[src/rtl/approx_mul_pkg.sv]
// Shared constants and reference helpers for the tiled approximate multiplier.
package approx_mul_pkg;

  localparam int         TILE_W     = 4;
  localparam logic [7:0] TRUNC_MASK = 8'hFC;

  // Bit position at which tile (i,j) lands in the full product.
  function automatic int tile_weight(input int i, input int j);
    return TILE_W * (i + j);
  endfunction

  // Bit-accurate behavioural model of the tiled product. Operands are
  // zero-extended to 16 bits. The result is truncated to 2*w bits.
  function automatic logic [31:0] approx_ref(input logic [15:0] a,
                                             input logic [15:0] b,
                                             input logic        mode,
                                             input int          w,
                                             input int          approx_w);
    logic [31:0] acc;
    logic [7:0]  t;
    acc = '0;
    for (int i = 0; i < w / TILE_W; i++) begin
      for (int j = 0; j < w / TILE_W; j++) begin
        t = 8'(a[TILE_W*i +: TILE_W]) * 8'(b[TILE_W*j +: TILE_W]);
        if (mode && (tile_weight(i, j) < approx_w)) t = t & TRUNC_MASK;
        acc = acc + (32'(t) << tile_weight(i, j));
      end
    end
    if (w < 16) acc = acc & ((32'd1 << (2 * w)) - 32'd1);
    return acc;
  endfunction

endpackage

[src/rtl/tile_mul_4.sv]
// Combinational 4x4 unsigned tile multiplier with optional two-LSB truncation.
module tile_mul_4
  import approx_mul_pkg::*;
(
  input  logic [3:0] a,
  input  logic [3:0] b,
  input  logic       trunc,
  output logic [7:0] p
);

  logic [7:0] full;

  assign full = {4'b0000, a} * {4'b0000, b};
  assign p    = trunc ? (full & TRUNC_MASK) : full;

endmodule

[src/rtl/approx_mul_pipe.sv]
// Three-stage pipelined unsigned multiplier assembled from 4x4 tiles.
// Approximate mode truncates the low-weight tiles; a single global
// advance signal stalls every stage together under backpressure.
module approx_mul_pipe
  import approx_mul_pkg::*;
#(
  parameter int W        = 8,
  parameter int APPROX_W = 8,
  parameter int TAG_W    = 4
) (
  input  logic             clk,
  input  logic             rst,
  input  logic             in_valid,
  output logic             in_ready,
  input  logic [W-1:0]     in_a,
  input  logic [W-1:0]     in_b,
  input  logic             in_mode,
  input  logic [TAG_W-1:0] in_tag,
  output logic             out_valid,
  input  logic             out_ready,
  output logic [2*W-1:0]   out_prod,
  output logic             out_mode,
  output logic [TAG_W-1:0] out_tag
);

  localparam int N  = W / TILE_W;
  localparam int NT = N * N;
  localparam int PW = 2 * W;

  if ((W % TILE_W) != 0 || W > 16 || W < TILE_W) begin : g_bad_w
    $error("approx_mul_pipe: W must be 4, 8, 12 or 16");
  end

  logic adv;

  assign adv      = !out_valid || out_ready;
  assign in_ready = adv;

  logic             v_s1;
  logic [W-1:0]     a_s1;
  logic [W-1:0]     b_s1;
  logic             mode_s1;
  logic [TAG_W-1:0] tag_s1;

  // S1: capture the accepted operand pair and its sideband.
  always_ff @(posedge clk or posedge rst) begin
    if (rst) begin
      v_s1    <= 1'b0;
      a_s1    <= '0;
      b_s1    <= '0;
      mode_s1 <= 1'b0;
      tag_s1  <= '0;
    end else if (adv) begin
      v_s1 <= in_valid;
      if (in_valid) begin
        a_s1    <= in_a;
        b_s1    <= in_b;
        mode_s1 <= in_mode;
        tag_s1  <= in_tag;
      end
    end
  end

  logic [NT-1:0][7:0] tile_c;

  // Tile (i,j) multiplies nibble i of a by nibble j of b. Truncation is
  // enabled per tile at elaboration and gated by the transaction mode.
  for (genvar i = 0; i < N; i++) begin : g_row
    for (genvar j = 0; j < N; j++) begin : g_col
      localparam bit TRUNC_EN = (tile_weight(i, j) < APPROX_W);
      tile_mul_4 u_tile (
        .a     (a_s1[TILE_W*i +: TILE_W]),
        .b     (b_s1[TILE_W*j +: TILE_W]),
        .trunc (mode_s1 && TRUNC_EN),
        .p     (tile_c[i*N+j])
      );
    end
  end

  logic               v_s2;
  logic [NT-1:0][7:0] tile_s2;
  logic               mode_s2;
  logic [TAG_W-1:0]   tag_s2;

  // S2: register all partial-product tiles.
  always_ff @(posedge clk or posedge rst) begin
    if (rst) begin
      v_s2    <= 1'b0;
      tile_s2 <= '0;
      mode_s2 <= 1'b0;
      tag_s2  <= '0;
    end else if (adv) begin
      v_s2 <= v_s1;
      if (v_s1) begin
        tile_s2 <= tile_c;
        mode_s2 <= mode_s1;
        tag_s2  <= tag_s1;
      end
    end
  end

  logic [PW-1:0] sum_c;

  // Shift each tile to its weight and accumulate into the 2W-bit product.
  always_comb begin
    sum_c = '0;
    for (int i = 0; i < N; i++) begin
      for (int j = 0; j < N; j++) begin
        sum_c = sum_c + (PW'(tile_s2[i*N+j]) << tile_weight(i, j));
      end
    end
  end

  // S3: output register; data only reloads on a real result so it stays
  // quiet across bubbles and frozen while stalled.
  always_ff @(posedge clk or posedge rst) begin
    if (rst) begin
      out_valid <= 1'b0;
      out_prod  <= '0;
      out_mode  <= 1'b0;
      out_tag   <= '0;
    end else if (adv) begin
      out_valid <= v_s2;
      if (v_s2) begin
        out_prod <= sum_c;
        out_mode <= mode_s2;
        out_tag  <= tag_s2;
      end
    end
  end

endmodule

[config.mk]
export PLATFORM = sky130hd
export DESIGN_NAME = approx_mul_pipe
export DESIGN_NICKNAME = d
export VERILOG_FILES = /design/src/rtl/approx_mul_pkg.sv /design/src/rtl/tile_mul_4.sv /design/src/rtl/approx_mul_pipe.sv
export SDC_FILE = /design/constraint.sdc
export NUM_CORES = 1
export LEC_CHECK = 0
export ABC_CLOCK_PERIOD_IN_PS = 4000
export BUFFER_PORTS_ARGS = -buffer_cell sky130_fd_sc_hd__buf_2
export CORE_ASPECT_RATIO = 1.25
export CORE_MARGIN = 2
export CORE_UTILIZATION = 60
export CTS_CLUSTER_SIZE = 12
export DETAILED_ROUTE_END_ITERATION = 8
export PLACE_DENSITY = 0.8
export SYNTH_ARGS = -nofsm -noshare
export SYNTH_HDL_FRONTEND = slang
export SYNTH_SLANG_ARGS = --single-unit
[constraint.sdc]
create_clock -name clk -period 4 [get_ports clk]
set_clock_uncertainty 0.1 [all_clocks]
set_input_delay 0.6 -clock clk [delete_from_list [all_inputs] [get_ports clk]]
set_output_delay 0.6 -clock clk [all_outputs]
set_load 0.05 [all_outputs]
* Word-level counts from Yosys, hierarchy flattened
Cells that the tools add are included.
Storage, ports and cells: bits of input ports 25, word-level logic and storage cells 31, flip-flop bits (word level) 82
Operators by class: multipliers 4, muxes and demuxes 3, reduce and logical (&&, ||, !) cells 5, $add $sub $neg 3
Operators with widths (count):
- 4-bit by 4-bit multiplier with 8-bit output | 4
- 14-bit by 16-bit adder with 16-bit output | 1
- 13-bit by 12-bit adder with 14-bit output | 1
- 8-bit by 12-bit adder with 13-bit output | 1
- 2-bit 2-to-1 mux | 3
- 2-bit AND reduction | 3
- 1-bit logical NOT | 1
- 1-bit logical OR | 1

* Logic depth before layout (Yosys ltp)
Gate-level depths: netlist of run 1.
word-level depth 3, gate-level depth with buffers 10, depth with buffers taken out 10

* By module
A second synthesis of run 1 with hierarchy kept.
Unflattened totals: cells, all modules 472, area total of the unflattened synthesis 5450.2 µm²
Modules (own cells, without submodules):
- approx_mul_pipe | area an instance 3631.0 µm², cells each 260, instances 1, seq. area each 2052.0 µm²
- tile_mul_4 at g_row[1].g_col[0].u_tile ... | area an instance 455.4 µm², cells each 53, instances 2, seq. area each 0.0 µm²
- tile_mul_4 at g_row[0].g_col[0].u_tile ... | area an instance 454.2 µm², cells each 53, instances 2, seq. area each 0.0 µm²

* Least setup slack after synthesis of run 1
OpenSTA, ideal clock, no wires.
kind register to register, from register a_s1[4], to register tile_s2[23] (netlist name), buffers on the path 0, required time 3.767 ns, library setup time 0.133 ns, path slack 1.090 ns, clock period less this slack 2.910 ns, stages on the path, launching flop included 11, arrival time 2.677 ns, cell sequence dfrtp_1 -> nand2_1 -> fa_1 -> inv_1 -> fa_1 -> ha_1 -> a21o_1 -> a31o_2 -> a21oi_1 -> xor2_1 -> o21ai_0
Between the ends: longest elaborated chain between the ends 1
RTL lines:
- start, declared | line approx_mul_pipe.sv:40 | logic [W-1:0] a_s1;
- start signal, assigned | line approx_mul_pipe.sv:56 | a_s1 <= in_a;
- 4-bit by 4-bit multiplier with 8-bit output | line tile_mul_4.sv:13 | assign full = {4'b0000, a} * {4'b0000, b};
- end signal, assigned | line approx_mul_pipe.sv:95 | tile_s2 <= tile_c;
- end, declared | line approx_mul_pipe.sv:81 | logic [NT-1:0][7:0] tile_s2;
No other way between the ends. A chain may end at the register's enable or synchronous reset.

* Final worst setup path of run 1
from register b_s1[3], to register tile_s2[23] (netlist name)
Between the ends: longest elaborated chain between the ends 1
RTL lines:
- start, declared | line approx_mul_pipe.sv:41 | logic [W-1:0] b_s1;
- start signal, assigned | line approx_mul_pipe.sv:57 | b_s1 <= in_b;
- 4-bit by 4-bit multiplier with 8-bit output | line tile_mul_4.sv:13
No other way between the ends.

==> results of run 1 <==
synthesized netlist by cell type (3+ instances only):
master / instances
ha_1: 56
nand4_1: 3
a21o_1: 8
xnor2_1: 7
xor2_1: 18
dfrtp_1: 82
nor2_1: 3
o21ai_1: 4
o21bai_1: 4
inv_1: 25
buf_2: 6
o21ai_0: 38
mux2_2: 41
nand2b_1: 4
nand2_1: 57
buf_4: 5
fa_1: 25
and2_1: 45
mux2_1: 4
a21oi_1: 20
layer usage:
metal | part of all wire (%) | vias up
met5 | 0 | -
met2 | 50 | 68
met3 | 2.8 | 10
met1 | 45 | 1685
li1 | - | 1715
met4 | 1.6 | 0
cell families (layout without fill, tap and decap cells):
family | count (synthesis) | in the layout | synth area share, %
simple gates | 117 | 117 | 11.1
xor+xnor | 25 | 25 | 4.18
fa+ha+maj | 81 | 81 | 22.9
buf+inv | 37 | 89 | 3.15
flops | 82 | 82 | 39.2
compound gates | 86 | 86 | 9.84
mux | 45 | 45 | 9.67
how the worst max path moves through the flow:
stage / slack (ns) / endpoint / cells past startpoint
floorplan: 1.09 / tile_s2[23] / 10
global placement: 0.94 / tile_s2[23] / 10
detailed placement: 0.84 / tile_s2[23] / 10
CTS: 0.84 / tile_s2[23] / 10
global route: 0.65 / tile_s2[23] / 10
finish: 0.85 / tile_s2[23] / 10
where the power goes:
group,switching [W],total (W),internal [W]
clock network,0.000330,0.000563,0.000233
logic,0.00178,0.00303,0.00125
registers,0.000284,0.00146,0.00117
final cells by class:
| class | count | area share (%) |
|---|---|---|
| Tap cell | 120 | 2.62 |
| Clock inverter | 6 | 0.828 |
| Clock buffer | 10 | 2.22 |
| Sequential cell | 82 | 35.8 |
| Timing Repair Buffer | 48 | 4.23 |
| Inverter | 25 | 1.66 |
| Multi-Input combinational cell | 354 | 52.7 |
through the flow:
step | setup WS (ns) | hold WS (ns) | total power, W | std cells
final | 0.849 | 0.312 | 0.00505 | 645
after detailed placement | 0.843 | 0.360 | 0.00450 | 629
after CTS | 0.841 | 0.347 | 0.00508 | 645
after floorplan | 1.09 | 0.336 | 0.00385 | 473
after global placement | 0.943 | 0.349 | 0.00436 | 629
after global routing | 0.647 | 0.355 | 0.00555 | 645
registers in the layout (all words and copies together) (netlist names):
signal and cells:
out_valid 1, out_mode 1, mode_s2 1, b_s1 8, out_prod 16, tile_s2 32
tag_s2 4, v_s2 1, tag_s1 4, v_s1 1, out_tag 4, a_s1 8
mode_s1 1
worst max-delay path, stage by stage (launching register included):
cell and delay (ns):
dfrtp_1 0.49, nand2_1 0.13, fa_1 0.55, inv_1 0.05
fa_1 0.52, ha_1 0.32, a21o_1 0.20, a31o_2 0.24
a21oi_1 0.17, xor2_1 0.15, o21ai_0 0.08
==> results.sh, run 1 <==
export IMPL_synth_cell_type_count=34
export IMPL_synth_top_cell_area_share_pct=39.2
export IMPL_setup_viol_count_final=0
export IMPL_antenna_found_initial=0
export IMPL_finalHoldViolCount=0
export IMPL_cts_resized=0
export IMPL_use_met2_pct=38.1
export IMPL_hpwl_um=7140
export IMPL_grt_pass1_vias=3548
export IMPL_cts_tree="built"
export IMPL_powerDensity_mw_per_mm2=880
export IMPL_regToRegSetupSlack_ns=0.85
export IMPL_synth_ff_type="dfrtp_1"
export IMPL_layout_min_cycle_time_ns=3.15
export IMPL_rsz0062_at_grt="no"
export IMPL_numClockSinks=82
export IMPL_end_kind="flop"
export IMPL_fp_dieH_um=108
export IMPL_run_status="finished clean"
export IMPL_io_pins=48
export IMPL_met3_usage_pct=3.51
export IMPL_rr_endpoint="tile_s2[23]"
export IMPL_ys_warn_count=0
export IMPL_grt_max_degree=63
export IMPL_dpl_cell_area_mm2=0.00556
export IMPL_syn_nets=579
export IMPL_clk_latency_ns=0.37
export IMPL_cts_setup_buffers=0
export IMPL_tightest_slew_ns=1.04
export IMPL_portBuffers=47
export IMPL_avgRoutedWirePerCell_um=14.6
export IMPL_slew_violations=0
export IMPL_multiInputGateArea_mm2=0.00302
export IMPL_final_cell_area_mm2=0.00574
export IMPL_async_reset_ff_share_pct=100
export IMPL_syn_area_mm2=0.00524
export IMPL_root_buffer="clkbuf_8"
export IMPL_crit_type="reg -> reg"
export IMPL_timing_fmax_mhz=317
export IMPL_synth_cells=473
export IMPL_finalWirelength_um=9410
export IMPL_cts_hold_buffers=0
export IMPL_start_kind="flop"
export IMPL_met1_usage_pct=29.7
export IMPL_grt_pass1_wl_um=16600
export IMPL_crit_start="b_s1[3]"
export IMPL_core_area_mm2=0.00861
export IMPL_drtIter0Drc=109
export IMPL_maxCapViolations=0
export IMPL_utilization_pct=66.7
export IMPL_ff_latch_area_mm2=0.00205
export IMPL_path_clk_slew_ns=0.09
export IMPL_drive_gt1_share_pct=21.7
export IMPL_dr_pass1_iters=4
export IMPL_r2r_cells=10
export IMPL_yosysTopAreaCell="dfrtp_1"
export IMPL_drcViolationCount=0
export IMPL_grt_busiest_layer="met2"
export IMPL_diodes=0
export IMPL_die_w_um=87.6
export IMPL_nFillCells=692
export IMPL_min_path_type="in -> async"
export IMPL_vias=3478
export IMPL_reg2reg_from="b_s1[3]"
export IMPL_grt_use_total_pct=22.6
export IMPL_irDropWorstVdd_mv=0.339
export IMPL_clockBufferDepth=2
export IMPL_tns_ns=0
export IMPL_via_per_inst=5.39
export IMPL_avgSynthCellArea_um2=11.1
export IMPL_die_area_mm2=0.00950
export IMPL_final_common_cell="dfrtp_1"
export IMPL_cts_buffers_inserted=9
export IMPL_ys_ff_latch=82
export IMPL_period_share_pct=78.8
export IMPL_synthToLayoutAreaGrowth_pct=9.50
export IMPL_slew_headroom_pct=30.6
export IMPL_crit_arrival_ns=3.27
export IMPL_worstPathMaxFanout=9
export IMPL_fin_nets=626
export IMPL_ant_nets=0
export IMPL_layout_common_cells="dfrtp_1 (82), nand2_1 (57), ha_1 (56), buf_2 (47), and2_1 (45)"
export IMPL_htreeDepth=3
export IMPL_fp_row_count=38
export IMPL_synth_edf_count=0
export IMPL_place_congestion=0.828
export IMPL_leakage_nw=2.84
export IMPL_critPathRequiredTime_ns=4.12
export IMPL_synthTopCellsByArea="dfrtp_1 (39%), ha_1 (13%), fa_1 (9.5%)"
export IMPL_overflow=0
export IMPL_yosysSeqAreaShare_pct=39.2
export IMPL_start_util_pct=60.9
Note: power is estimated with default switching activity, not from simulation.
==> run 2: changes to the inputs <==
ABC_CLOCK_PERIOD_IN_PS = 2800   (was 4000)
CORE_UTILIZATION = 54   (was 60)
PLACE_DENSITY = 0.76   (was 0.8)
clock period = 2.8 ns   (was 4 ns; I/O delays follow)
==> results.sh, run 2 (synthesized netlist as in run 1, its figures left out) <==
export IMPL_run_status="finished, violations left"
export IMPL_violations="negative setup slack"
export IMPL_grt_max_degree=48
export IMPL_critPathRequiredTime_ns=2.90
export IMPL_path_clk_slew_ns=0.06
export IMPL_place_congestion=0.819
export IMPL_leakage_nw=3.11
export IMPL_cpPeakStageDelay_ns=0.56
export IMPL_end_kind="flop"
export IMPL_finalWirelength_um=11100
export IMPL_core_area_mm2=0.00951
export IMPL_maxCapViolations=0
export IMPL_worstPathMaxFanout=4
export IMPL_portBuffers=47
export IMPL_root_buffer="clkbuf_16"
export IMPL_crit_type="reg -> reg"
export IMPL_final_common_cell="dfrtp_1"
export IMPL_irDropWorstVdd_mv=0.505
export IMPL_crit_top_cell="buf_6"
export IMPL_met3_usage_pct=4.28
export IMPL_grt_busiest_layer="met2"
export IMPL_grt_pass1_wl_um=17900
export IMPL_ff_latch_area_mm2=0.00206
export IMPL_layout_min_cycle_time_ns=2.93
export IMPL_post_place_ws_ns=-0.189
export IMPL_crit_family="adder cells"
export IMPL_diodes=0
export IMPL_timing_fmax_mhz=341
export IMPL_clockBufferDepth=2
export IMPL_slew_headroom_pct=44.5
export IMPL_met1_usage_pct=26.5
export IMPL_drtIter0Drc=179
export IMPL_fin_nets=676
export IMPL_min_path_type="in -> async"
export IMPL_synthToLayoutAreaGrowth_pct=23.5
export IMPL_ant_nets=0
export IMPL_nFillCells=709
export IMPL_setup_viol_count_final=6
export IMPL_fp_dieH_um=114
export IMPL_finalHoldViolCount=0
export IMPL_drcViolationCount=0
export IMPL_reg_largest_list="tile_s2 (32), out_prod (16)"
export IMPL_htreeDepth=3
export IMPL_worstPathCellList="buf_6 -> nand2_4 -> fa_1 -> inv_2 -> fa_2 -> buf_6 -> ha_4 -> a21oi_4 -> o21ai_2 -> a21oi_2 -> xor2_1 -> o21ai_1"
export IMPL_largest_register="tile_s2"
export IMPL_rsz0062_at_grt="yes"
export IMPL_period_share_pct=105
export IMPL_crit_start="b_s1[7]"
export IMPL_cts_buffers_inserted=9
export IMPL_start_util_pct=55.1
export IMPL_avgRoutedWirePerCell_um=15.9
export IMPL_tightest_slew_ns=0.832
export IMPL_dr_pass1_iters=4
export IMPL_cts_tree="built"
export IMPL_largest_register_ff_count=32
export IMPL_overflow=0
export IMPL_slew_violations=0
export IMPL_clk_latency_ns=0.35
export IMPL_setup_ws_ns=-0.130
export IMPL_crit_arrival_ns=3.03
export IMPL_hold_slack_ns=0.114
export IMPL_vias=3739
export IMPL_die_w_um=92.1
export IMPL_grt_use_total_pct=21.9
export IMPL_start_kind="flop"
export IMPL_layout_common_cells="dfrtp_1 (77), nand2_1 (51), buf_2 (47), buf_4 (47), and2_1 (45)"
export IMPL_slowest_stage="fa_2"
export IMPL_die_area_mm2=0.0105
export IMPL_io_pins=48
export IMPL_crit_buf_inv=3
export IMPL_multiInputGateArea_mm2=0.00324
export IMPL_fp_row_count=40
export IMPL_numClockSinks=82
export IMPL_use_met2_pct=39.1
export IMPL_powerDensity_mw_per_mm2=1310
export IMPL_grt_pass1_vias=3832
export IMPL_via_per_inst=5.33
export IMPL_reg2reg_from="b_s1[7]"
export IMPL_hpwl_um=7870
export IMPL_drive_gt1_share_pct=36.9
export IMPL_antenna_found_initial=0
run 2: cell types whose count changed in the layout (fill, tap and decap cells not counted), moves of 10 or more:
cell	change
a21oi_1	-10
buf_4	+46
o21ai_0	-11
ha_1	-14
run 2: layout make-up:
class	count	area share [%]
flip-flops and latches	82	31.8
multi-input cells	354	50.1
clock buffers	10	3.54
inverters	25	1.47
well taps	126	2.44
clock inverters	6	0.773
repair buffers	98	9.92
run 2: path summary, 6_finish.rpt:
kind	endpoint	slack, ns	cells after the start
max	tile_s2[15]	-0.13	12
min	out_prod[5]	0.11	2
max reg2reg	tile_s2[15]	-0.13	12
min reg2reg	out_prod[12]	0.37	2
max in group asynchronous	b_s1[2]	1.81	3
min in group clk	a_s1[3]	0.20	2
run 2: where the power goes:
group          internal (W)  switching, W  leakage (nW)
clock              0.000610      0.000507         0.130
sequential          0.00168      0.000368          1.00
combinational       0.00236       0.00293          1.98
run 2: metal layers:
metal	vias up	routed length, µm
met1	1830	4690
met2	74	5820
met4	0	257
li1	1814	-
met5	-	0
met3	21	374
run 2: per-stage QoR:
step                      util [%]  area (µm²)  total power [W]  setup TNS (ns)  cells
after floorplan                  -        5250          0.00550         -0.0275    473
after global placement        61.5        5850          0.00647          -0.342    669
after detailed placement      61.5        5850          0.00667          -0.938    669
after CTS                     65.8        6260          0.00806          -0.426    694
after global routing          68.1        6470          0.00916           -1.53    701
final                         68.1        6470          0.00846          -0.511    701
run 2: what timing repair did:
action | 4_1_cts | 5_1_grt
gates resized for setup | 16 | 47
setup endpoints to repair | 10 | 16
buffers inserted | 9 | 7
cloned | 0 | 0
hold buffers | 0 | 0
pin swaps | 24 | 20
